### src/rtl/commit_rob_if.sv
// rtl/commit_rob_if.sv - commit and squash notification interfaces for commit_rob
interface CommitNotif #(parameter int p_seq_num_bits = 5);
  logic                      val;
  logic [p_seq_num_bits-1:0] seq_num;
  logic [31:0]               pc;
  logic [4:0]                waddr;
  logic [31:0]               wdata;
  logic                      wen;

  modport pub (output val, seq_num, pc, waddr, wdata, wen);
  modport sub (input  val, seq_num, pc, waddr, wdata, wen);
endinterface

interface SquashNotif #(parameter int p_seq_num_bits = 5);
  logic                      val;
  logic [p_seq_num_bits-1:0] seq_num;
  logic [31:0]               target;

  modport pub (output val, seq_num, target);
  modport sub (input  val, seq_num, target);
endinterface

### src/rtl/commit_rob.sv
// rtl/commit_rob.sv - in-order commit reorder buffer indexed by sequence number
// Optional same-cycle completion-to-commit bypass is enabled by defining ROB_BYPASS_EN.
module commit_rob #(
  parameter int p_seq_num_bits = 5
) (
  input  logic                      clk,
  input  logic                      rst,
  input  logic                      complete_val,
  output logic                      complete_rdy,
  input  logic [p_seq_num_bits-1:0] complete_seq_num,
  input  logic [31:0]               complete_pc,
  input  logic [4:0]                complete_waddr,
  input  logic [31:0]               complete_wdata,
  input  logic                      complete_wen,
  CommitNotif.pub                   commit,
  SquashNotif.sub                   squash
);

  localparam int c_depth = 2 ** p_seq_num_bits;

  typedef struct packed {
    logic [p_seq_num_bits-1:0] seq_num;
    logic [31:0]               pc;
    logic [4:0]                waddr;
    logic [31:0]               wdata;
    logic                      wen;
  } entry_t;

  logic [c_depth-1:0]        r_valid;
  entry_t                    r_entry [c_depth];
  logic [p_seq_num_bits-1:0] r_head;

  entry_t                    w_cmp_entry;
  entry_t                    w_head_entry;
  entry_t                    w_out;
  logic                      w_head_valid;
  logic [p_seq_num_bits-1:0] w_sq_age;
  logic                      w_cmp_young;
  logic                      w_bypass;
  logic                      w_commit_val;
  logic                      w_wr_en;
  logic [c_depth-1:0]        w_valid_next;

  // Distance from head, wrapping; larger means younger.
  function automatic logic [p_seq_num_bits-1:0] f_age(
    input logic [p_seq_num_bits-1:0] x,
    input logic [p_seq_num_bits-1:0] h
  );
    return x - h;
  endfunction

  assign complete_rdy = 1'b1;

  assign w_cmp_entry = '{seq_num: complete_seq_num, pc: complete_pc, waddr: complete_waddr,
                         wdata: complete_wdata, wen: complete_wen};
  assign w_head_entry = r_entry[r_head];
  assign w_head_valid = r_valid[r_head];
  assign w_sq_age     = f_age(squash.seq_num, r_head);
  assign w_cmp_young  = squash.val && (f_age(complete_seq_num, r_head) > w_sq_age);

`ifdef ROB_BYPASS_EN
  // The head always has age 0, so a squash can never make a bypassed completion younger.
  assign w_bypass = !rst && complete_val && (complete_seq_num == r_head) && !w_head_valid;
  assign w_out    = w_bypass ? w_cmp_entry : w_head_entry;
`else
  assign w_bypass = 1'b0;
  assign w_out    = w_head_entry;
`endif

  assign w_commit_val = !rst && (w_head_valid || w_bypass);
  assign w_wr_en      = complete_val && !w_cmp_young && !w_bypass;

  // Commit clear, then squash clear, then completion set, so a same-index completion wins.
  always_comb begin
    w_valid_next = r_valid;
    if (w_head_valid) w_valid_next[r_head] = 1'b0;
    for (int i = 0; i < c_depth; i++) begin
      if (squash.val && (f_age(p_seq_num_bits'(i), r_head) > w_sq_age)) begin
        w_valid_next[i] = 1'b0;
      end
    end
    if (w_wr_en) w_valid_next[complete_seq_num] = 1'b1;
  end

  always_ff @(posedge clk) begin
    if (rst) begin
      r_valid <= '0;
      r_head  <= '0;
    end else begin
      r_valid <= w_valid_next;
      if (w_commit_val) r_head <= r_head + p_seq_num_bits'(1);
    end
  end

  always_ff @(posedge clk) begin
    if (!rst && w_wr_en) r_entry[complete_seq_num] <= w_cmp_entry;
  end

  always_comb begin
    commit.val     = w_commit_val;
    commit.seq_num = r_head;
    commit.pc      = w_out.pc;
    commit.waddr   = w_out.waddr;
    commit.wdata   = w_out.wdata;
    commit.wen     = w_out.wen;
  end

`ifndef SYNTHESIS
  function automatic string trace(input int trace_level);
    string s;
    s = $sformatf("%0d|%s|%s", r_head,
                  complete_val ? $sformatf("%0d", complete_seq_num) : " ",
                  w_commit_val ? $sformatf("%0d", w_out.seq_num) : " ");
    if (trace_level > 1) s = {s, $sformatf(" pc=%h tgt=%h", w_out.pc, squash.target)};
    return s;
  endfunction

  // Completing an entry that is still valid (and not leaving this cycle) is an upstream error.
  assert property (@(posedge clk) disable iff (rst)
    !(w_wr_en && r_valid[complete_seq_num] && !(w_head_valid && complete_seq_num == r_head)));
`endif

endmodule

### src/flat_wrapper.sv
// flat-port wrapper written by rule: the top's interface ports become plain ports
module commit_rob_flat 
#(
  parameter int p_seq_num_bits = 5
)
  (clk, rst, complete_val, complete_rdy, complete_seq_num, complete_pc, complete_waddr, complete_wdata, complete_wen, commit_val, commit_seq_num, commit_pc, commit_waddr, commit_wdata, commit_wen, squash_val, squash_seq_num, squash_target);
  CommitNotif #(.p_seq_num_bits(p_seq_num_bits)) commit_i ();
  SquashNotif #(.p_seq_num_bits(p_seq_num_bits)) squash_i ();
  input  logic clk;
  input  logic rst;
  input  logic complete_val;
  output logic complete_rdy;
  input  logic [p_seq_num_bits-1:0] complete_seq_num;
  input  logic [31:0] complete_pc;
  input  logic [4:0] complete_waddr;
  input  logic [31:0] complete_wdata;
  input  logic complete_wen;
  output wire logic [$bits(commit_i.val)-1:0] commit_val;
  output wire logic [$bits(commit_i.seq_num)-1:0] commit_seq_num;
  output wire logic [$bits(commit_i.pc)-1:0] commit_pc;
  output wire logic [$bits(commit_i.waddr)-1:0] commit_waddr;
  output wire logic [$bits(commit_i.wdata)-1:0] commit_wdata;
  output wire logic [$bits(commit_i.wen)-1:0] commit_wen;
  input wire logic [$bits(squash_i.val)-1:0] squash_val;
  input wire logic [$bits(squash_i.seq_num)-1:0] squash_seq_num;
  input wire logic [$bits(squash_i.target)-1:0] squash_target;
  assign commit_val = commit_i.val;
  assign commit_seq_num = commit_i.seq_num;
  assign commit_pc = commit_i.pc;
  assign commit_waddr = commit_i.waddr;
  assign commit_wdata = commit_i.wdata;
  assign commit_wen = commit_i.wen;
  assign squash_i.val = squash_val;
  assign squash_i.seq_num = squash_seq_num;
  assign squash_i.target = squash_target;
  commit_rob #(.p_seq_num_bits(p_seq_num_bits)) u_core (.clk(clk), .rst(rst), .complete_val(complete_val), .complete_rdy(complete_rdy), .complete_seq_num(complete_seq_num), .complete_pc(complete_pc), .complete_waddr(complete_waddr), .complete_wdata(complete_wdata), .complete_wen(complete_wen), .commit(commit_i), .squash(squash_i));
endmodule
### config.mk
export PLATFORM = sky130hd
export DESIGN_NAME = commit_rob_flat
export DESIGN_NICKNAME = d
export VERILOG_FILES = /design/src/rtl/commit_rob_if.sv /design/src/rtl/commit_rob.sv /design/src/flat_wrapper.sv
export SDC_FILE = /design/constraint.sdc
export NUM_CORES = 2
export LEC_CHECK = 0
export BUFFER_PORTS_ARGS = -buffer_cell sky130_fd_sc_hd__clkbuf_2
export CELL_PAD_IN_SITES_DETAIL_PLACEMENT = 1
export CELL_PAD_IN_SITES_GLOBAL_PLACEMENT = 2
export CORE_ASPECT_RATIO = 0.5
export CORE_MARGIN = 2
export CORE_UTILIZATION = 46
export DETAILED_ROUTE_END_ITERATION = 8
export MAX_ROUTING_LAYER = met4
export PLACE_DENSITY = 0.77
export SETUP_SLACK_MARGIN = 0.02
export SLEW_MARGIN = 30
export SYNTH_ARGS = -nofsm -noshare
export SYNTH_HDL_FRONTEND = slang
export SYNTH_SLANG_ARGS = --single-unit
export TNS_END_PERCENT = 50
### constraint.sdc
create_clock -name clk -period 8.91 [get_ports clk]
set_clock_uncertainty 0.2 [all_clocks]
set_input_delay 0.891 -clock clk [delete_from_list [all_inputs] [get_ports clk]]
set_output_delay 0.891 -clock clk [all_outputs]
set_load 0.005 [all_outputs]
# After elaboration in Yosys (flattened, before gate mapping)
# Memories as Yosys holds them, arrays and structs flattened. A register that Yosys moved wholly into a read port is not among the register bits.
# Cells that the tools add are included.
# totals
latchBits,0
romBits,0
mem_count,1
mem_bits_rw,2400
elab_cells,162
out_inout_bits,77
input_bits,116
regBits,37
# op_classes
mux,44
div,0
n_addsub,35
reduce_logical,40
n_bitwise,3
shift,0
multipliers,0
magnitude_cmp,37
n_eq_ne,0
# memory_table
memory,words,word_bits,read_ports,rd_ports_with_merged_regs,write_ports,line_no,rtl
u_core.r_entry,32,75,1,1,1,commit_rob.sv:30,entry_t r_entry [c_depth];
# ops
op,count
5-bit > comparator,33
"5-bit subtractor, first input constant",16
32-bit 2-to-1 mux,2
"4-bit by 5-bit subtractor with 5-bit output, first input constant",8
1-bit logical AND,38
1-bit 2-to-1 mux,37
32-bit AND,1
32-bit inverter,1
32-bit bitwise OR,1
"3-bit by 5-bit subtractor with 5-bit output, first input constant",4
"5-bit by 6-bit < comparator with 1-bit output, second input constant",2
1-bit demux with 5-bit select,2
"5-bit by 1-bit greater-or-equal comparator with 1-bit output, second input constant",2
5-bit 2-to-1 mux,2
"1-bit by 5-bit subtractor with 5-bit output, first input constant",2
"2-bit by 5-bit subtractor with 5-bit output, first input constant",2
5-bit subtractor,2
"5-bit by 1-bit adder with 5-bit output, second input constant",1
1-bit binary-select mux with 5-bit select,1
1-bit zero test,2

# Depth between registers and ports, before layout
# depth
ltp_word,10
mapped_depth,17
depth_no_buf,14

# Worst setup path after synthesis
# OpenSTA, ideal clock, no wires.
# synth_path
path_type,register to register
from,"register u_core.r_head[1], in the netlist u_core.commit.seq_num[1]"
to,memory u_core.r_entry[12][0] (netlist name) (enable)
t_arrival_ns,8.837
period_less_slack_ns,9.621
slack_ns,-0.711
path_buffers,4
required_ns,8.126
path_stages_with_launch,17
setup_ns,0.584
cell_sequence,dfxtp_1 clkbuf_1 inv_1 fa_1 a21o_1 a21oi_1 xnor2_2 clkbuf_1 inv_1 ha_1 and3_1 nor2b_1 a211o_1 o2111a_1 buf_2 buf_2 nor3_1
# synth_between
elab_chain_len,8
elab_cells_between_ends,9
cone_classes,add/sub (2); order compare (1); mux (2); reduce/logical (4)
# synth_rtl
element,line_no,rtl
from (decl),commit_rob.sv:31,logic [p_seq_num_bits-1:0] r_head;
from (signal assigned),commit_rob.sv:91,if (w_commit_val) r_head <= r_head + p_seq_num_bits'(1);
5-bit subtractor,commit_rob.sv:49,return x - h;
5-bit > comparator *,commit_rob.sv:59,"assign w_cmp_young = squash.val && (f_age(complete_seq_num, r_head) > w_sq_age);"
1-bit logical AND *,commit_rob.sv:59,
1-bit zero test *,commit_rob.sv:71,assign w_wr_en = complete_val && !w_cmp_young && !w_bypass;
1-bit logical AND *,commit_rob.sv:71,
1-bit logical AND *,commit_rob.sv:96,if (!rst && w_wr_en) r_entry[complete_seq_num] <= w_cmp_entry;
1-bit 2-to-1 mux *,commit_rob.sv:96,
1-bit 2-to-1 mux (not written as such) *,commit_rob.sv:96,
to (decl),commit_rob.sv:30,
# Mark *: on every way between the ends. The rest lies on a longest branch, timed or not.

# Worst setup path after layout
# layout_path
from,"register u_core.r_head[0], in the netlist u_core.commit.seq_num[0]"
to,memory u_core.r_entry[26][42] (netlist name) (enable)
# Same word-level chain as after synthesis.

==> run metrics <==
GPL Wtd Cong 0.8251; CTS tree built; wire length on met1 91,510 microns; placed cell count 6,429; total track usage 23.11%; drc violations 0; max capacitance violation total 0; Slew Viols, Final 0; Period Utilization, post-route 65.46%; total I/O pin count a little under 200; CORE AREA approximately 190,000 sq um; Worst EP required 9150 ps; number of buffers and inverters on the critical path 6; H-tree depth 4; syn_area_per_cell between 20 and 25 sq um; status finished, final reports clean; Distinct cells, synth 70; Post-DRT Antenna Nets 0; fill count ~17,000; largest area contributor in the netlist edfxtp_1; clock latency on the worst-skew pair 830 ps; Yosys warnings 0; Placement Setup Slack 2616 ps; Area Growth Syn to Fin 12.26%; # Post-CTS Setup Buffers 0; detailed placement HPWL around 110,000 microns; EDFF count, synth about 2,200; hold_ws 274.8 ps; cell chain of the critical path buf_4, ha_1, inv_1, fa_1, a21o_1, a21oi_1, xnor2_2, buf_4, inv_1, ha_1, and3_1, nor2b_1, a211o_1, o2111a_2, buf_4, nor3_2, buf_4; final net count ~4,200; Worst Slack Setup Final 3077 ps; Iter 0 DRT Violations just under 5,000; final wirelength 219,500 microns; global-route wire length before repair approximately 320,000 microns; CTS Buffer Depth 3; cts bufs inserted 200; Synth Net Count 3,962; critical path's largest stage delay 650 ps; Async S/R FF share, synth 0%; CP Launch Type flip-flop; Arrival @ worst endpoint a little over 6000 ps; Setup Crit Path Kind reg2reg; Post-synth top cells edfxtp_1 (2,240), mux4_2 (700), clkbuf_1 (138); Hold Vio Cnt, Final 0; Primary FF master, synth edfxtp_1; FMAX 171.5 MHz; Row Count 114; CP max-delay cell buf_4; initial antenna violation count 8; Leak approximately 0.03 uW; DR vias/cell 6.180; Worst setup EP type flip-flop; CP delay by family, top buffers and inverters; clock transition at the registers of the reported paths roughly 60 ps; Die Y about 320 microns; DR top layer met4; post-synthesis sequential area ratio ~76%; maximum VDD drop 0.1602 mV; power per cell area 217.5 nW/um^2; count leader, synth edfxtp_1; layout cells sized above 1 31.88%; Gates resized, CTS repair 0; Hold WC Path Type reg2reg; total power between 20,000 and 25,000 uW; gr ovfl total 0; WL met2 108,500 microns; drt first pass iters 5; Syn Inst Count 3,784; synthesized area 89,280 sq um; CTS Sinks 2,282; Final min period 5833 ps; Initial Util 46.26%; Critical Path Fanout Max 36; Final Setup Violations 0; # hold bufs at CTS 0; critical path's most frequent cell buf_4; #FFs+latches synth 2,282; top-area cell type share of the netlist area 75.34%; total number of vias 42,020; routed wl met3 approximately 15,000 microns; synth top area cells edfxtp_1 (75%), mux4_2 (18%), dfxtp_1 (0.94%), mux2_2 (0.88%), ha_1 (0.84%); pin count of the biggest net entering global routing 140; Rel. slew slack 25.39%; vias in the first global route about 44,000; die area 197,800 sq um; die width 627.0 microns; unrepaired setup endpoints after global routing no; CTS root buf clkbuf_16; number of port buffers 159; routed len/inst between 30 and 40 microns; actual slew at the worst max-slew pin 1119 ps; final non-filler cell total around 6,800
[cell type report]
type | count | area (sq um) | share of cell area, %
Tap cell | 2610 | 3266 | 3.258
Sequential cell | 2282 | 68120 | 67.97
Antenna cell | 5 | 12.51 | 0.01248
Clock buffer | 249 | 5316 | 5.305
Inverter | 45 | 171.4 | 0.1710
Clock inverter | 114 | 999.7 | 0.9975
Timing Repair Buffer | 239 | 1984 | 1.980
Multi-Input combinational cell | 1256 | 20350 | 20.30
[routing by layer]
metal  up-vias  track usage, %
li1      16760               -
met1     23190           32.46
met2      1818           36.54
met3       259           3.264
met4         0           4.926
met5         -               -
[cell usage in the layout, fill, tap and decap left out, drive strengths merged, types with 4 or more instances in the layout]
cell         n
edfxtp    2240
mux4       700
clkbuf     408
clkinv      87
buf         80
mux2        70
ha          60
inv         49
nand2       45
dfxtp       42
xnor2       33
nor3        30
o31ai       29
nor2        27
a21oi       26
o21ai       25
o2111ai     18
bufinv      17
mux2i       15
nor2b       14
nand3       14
nand4       12
maj3        12
and2        10
xor2         9
o211ai       8
a22oi        7
a21o         7
a31oi        7
and3         7
o221ai       7
a211oi       6
clkinvlp     6
diode        5
or2          5
nand3b       5
nand2b       4
o2bb2ai      4
[kinds of logic after synthesis]
kind of cell	count (synthesis)	share of synthesized area [%]
AND/OR/NAND/NOR	183	1.047
flip-flops	2282	76.29
adder cells (fa/ha/maj)	74	1.023
other	1	0.004200
AO/OA/AOI/OAI	171	1.385
XOR/XNOR	42	0.4289
buffers and inverters	246	1.117
multiplexers	785	18.71
[final timing paths]
check	start	end	slack (ps)	depth (start not counted)
hold reg to reg	u_core.r_valid[16]$_SDFF_PP0_	u_core.r_valid[16]$_SDFF_PP0_	270	1
setup / recovery	u_core.commit.seq_num[0]$_SDFFE_PP0P_	u_core.r_entry[26][42]$_DFFE_PP_	3080	17
setup reg to reg	u_core.commit.seq_num[0]$_SDFFE_PP0P_	u_core.r_entry[26][42]$_DFFE_PP_	3080	17
hold / removal	u_core.r_valid[16]$_SDFF_PP0_	u_core.r_valid[16]$_SDFF_PP0_	270	1
[metrics by stage]
stage | util [%] | TNS (ps) | cell area, sq um
detailed placement | 48.61 | 0 | 93810
global placement | 48.59 | 0 | 93780
finish | 51.93 | 0 | 100200
global route | 51.93 | 0 | 100200
floorplan | - | -1342180 | 89280
CTS | 51.88 | 0 | 100100
[state kept, by name, summed over array words and instances, names as in the netlist, named ones only]
| register | flops |
|---|---|
| u_core.commit.seq_num | 5 |
| u_core.r_entry | 2240 |
| u_core.r_valid | 32 |
[power breakdown]
part	leakage (uW)	switching, uW	internal [uW]	total, uW
combinational	0.00635	795	646	1440
sequential	0.0205	30.8	11800	11900
clock	0.00308	3790	4710	8500
total	0.0299	4610	17200	21800
Note: power is estimated with default switching activity, not from simulation.
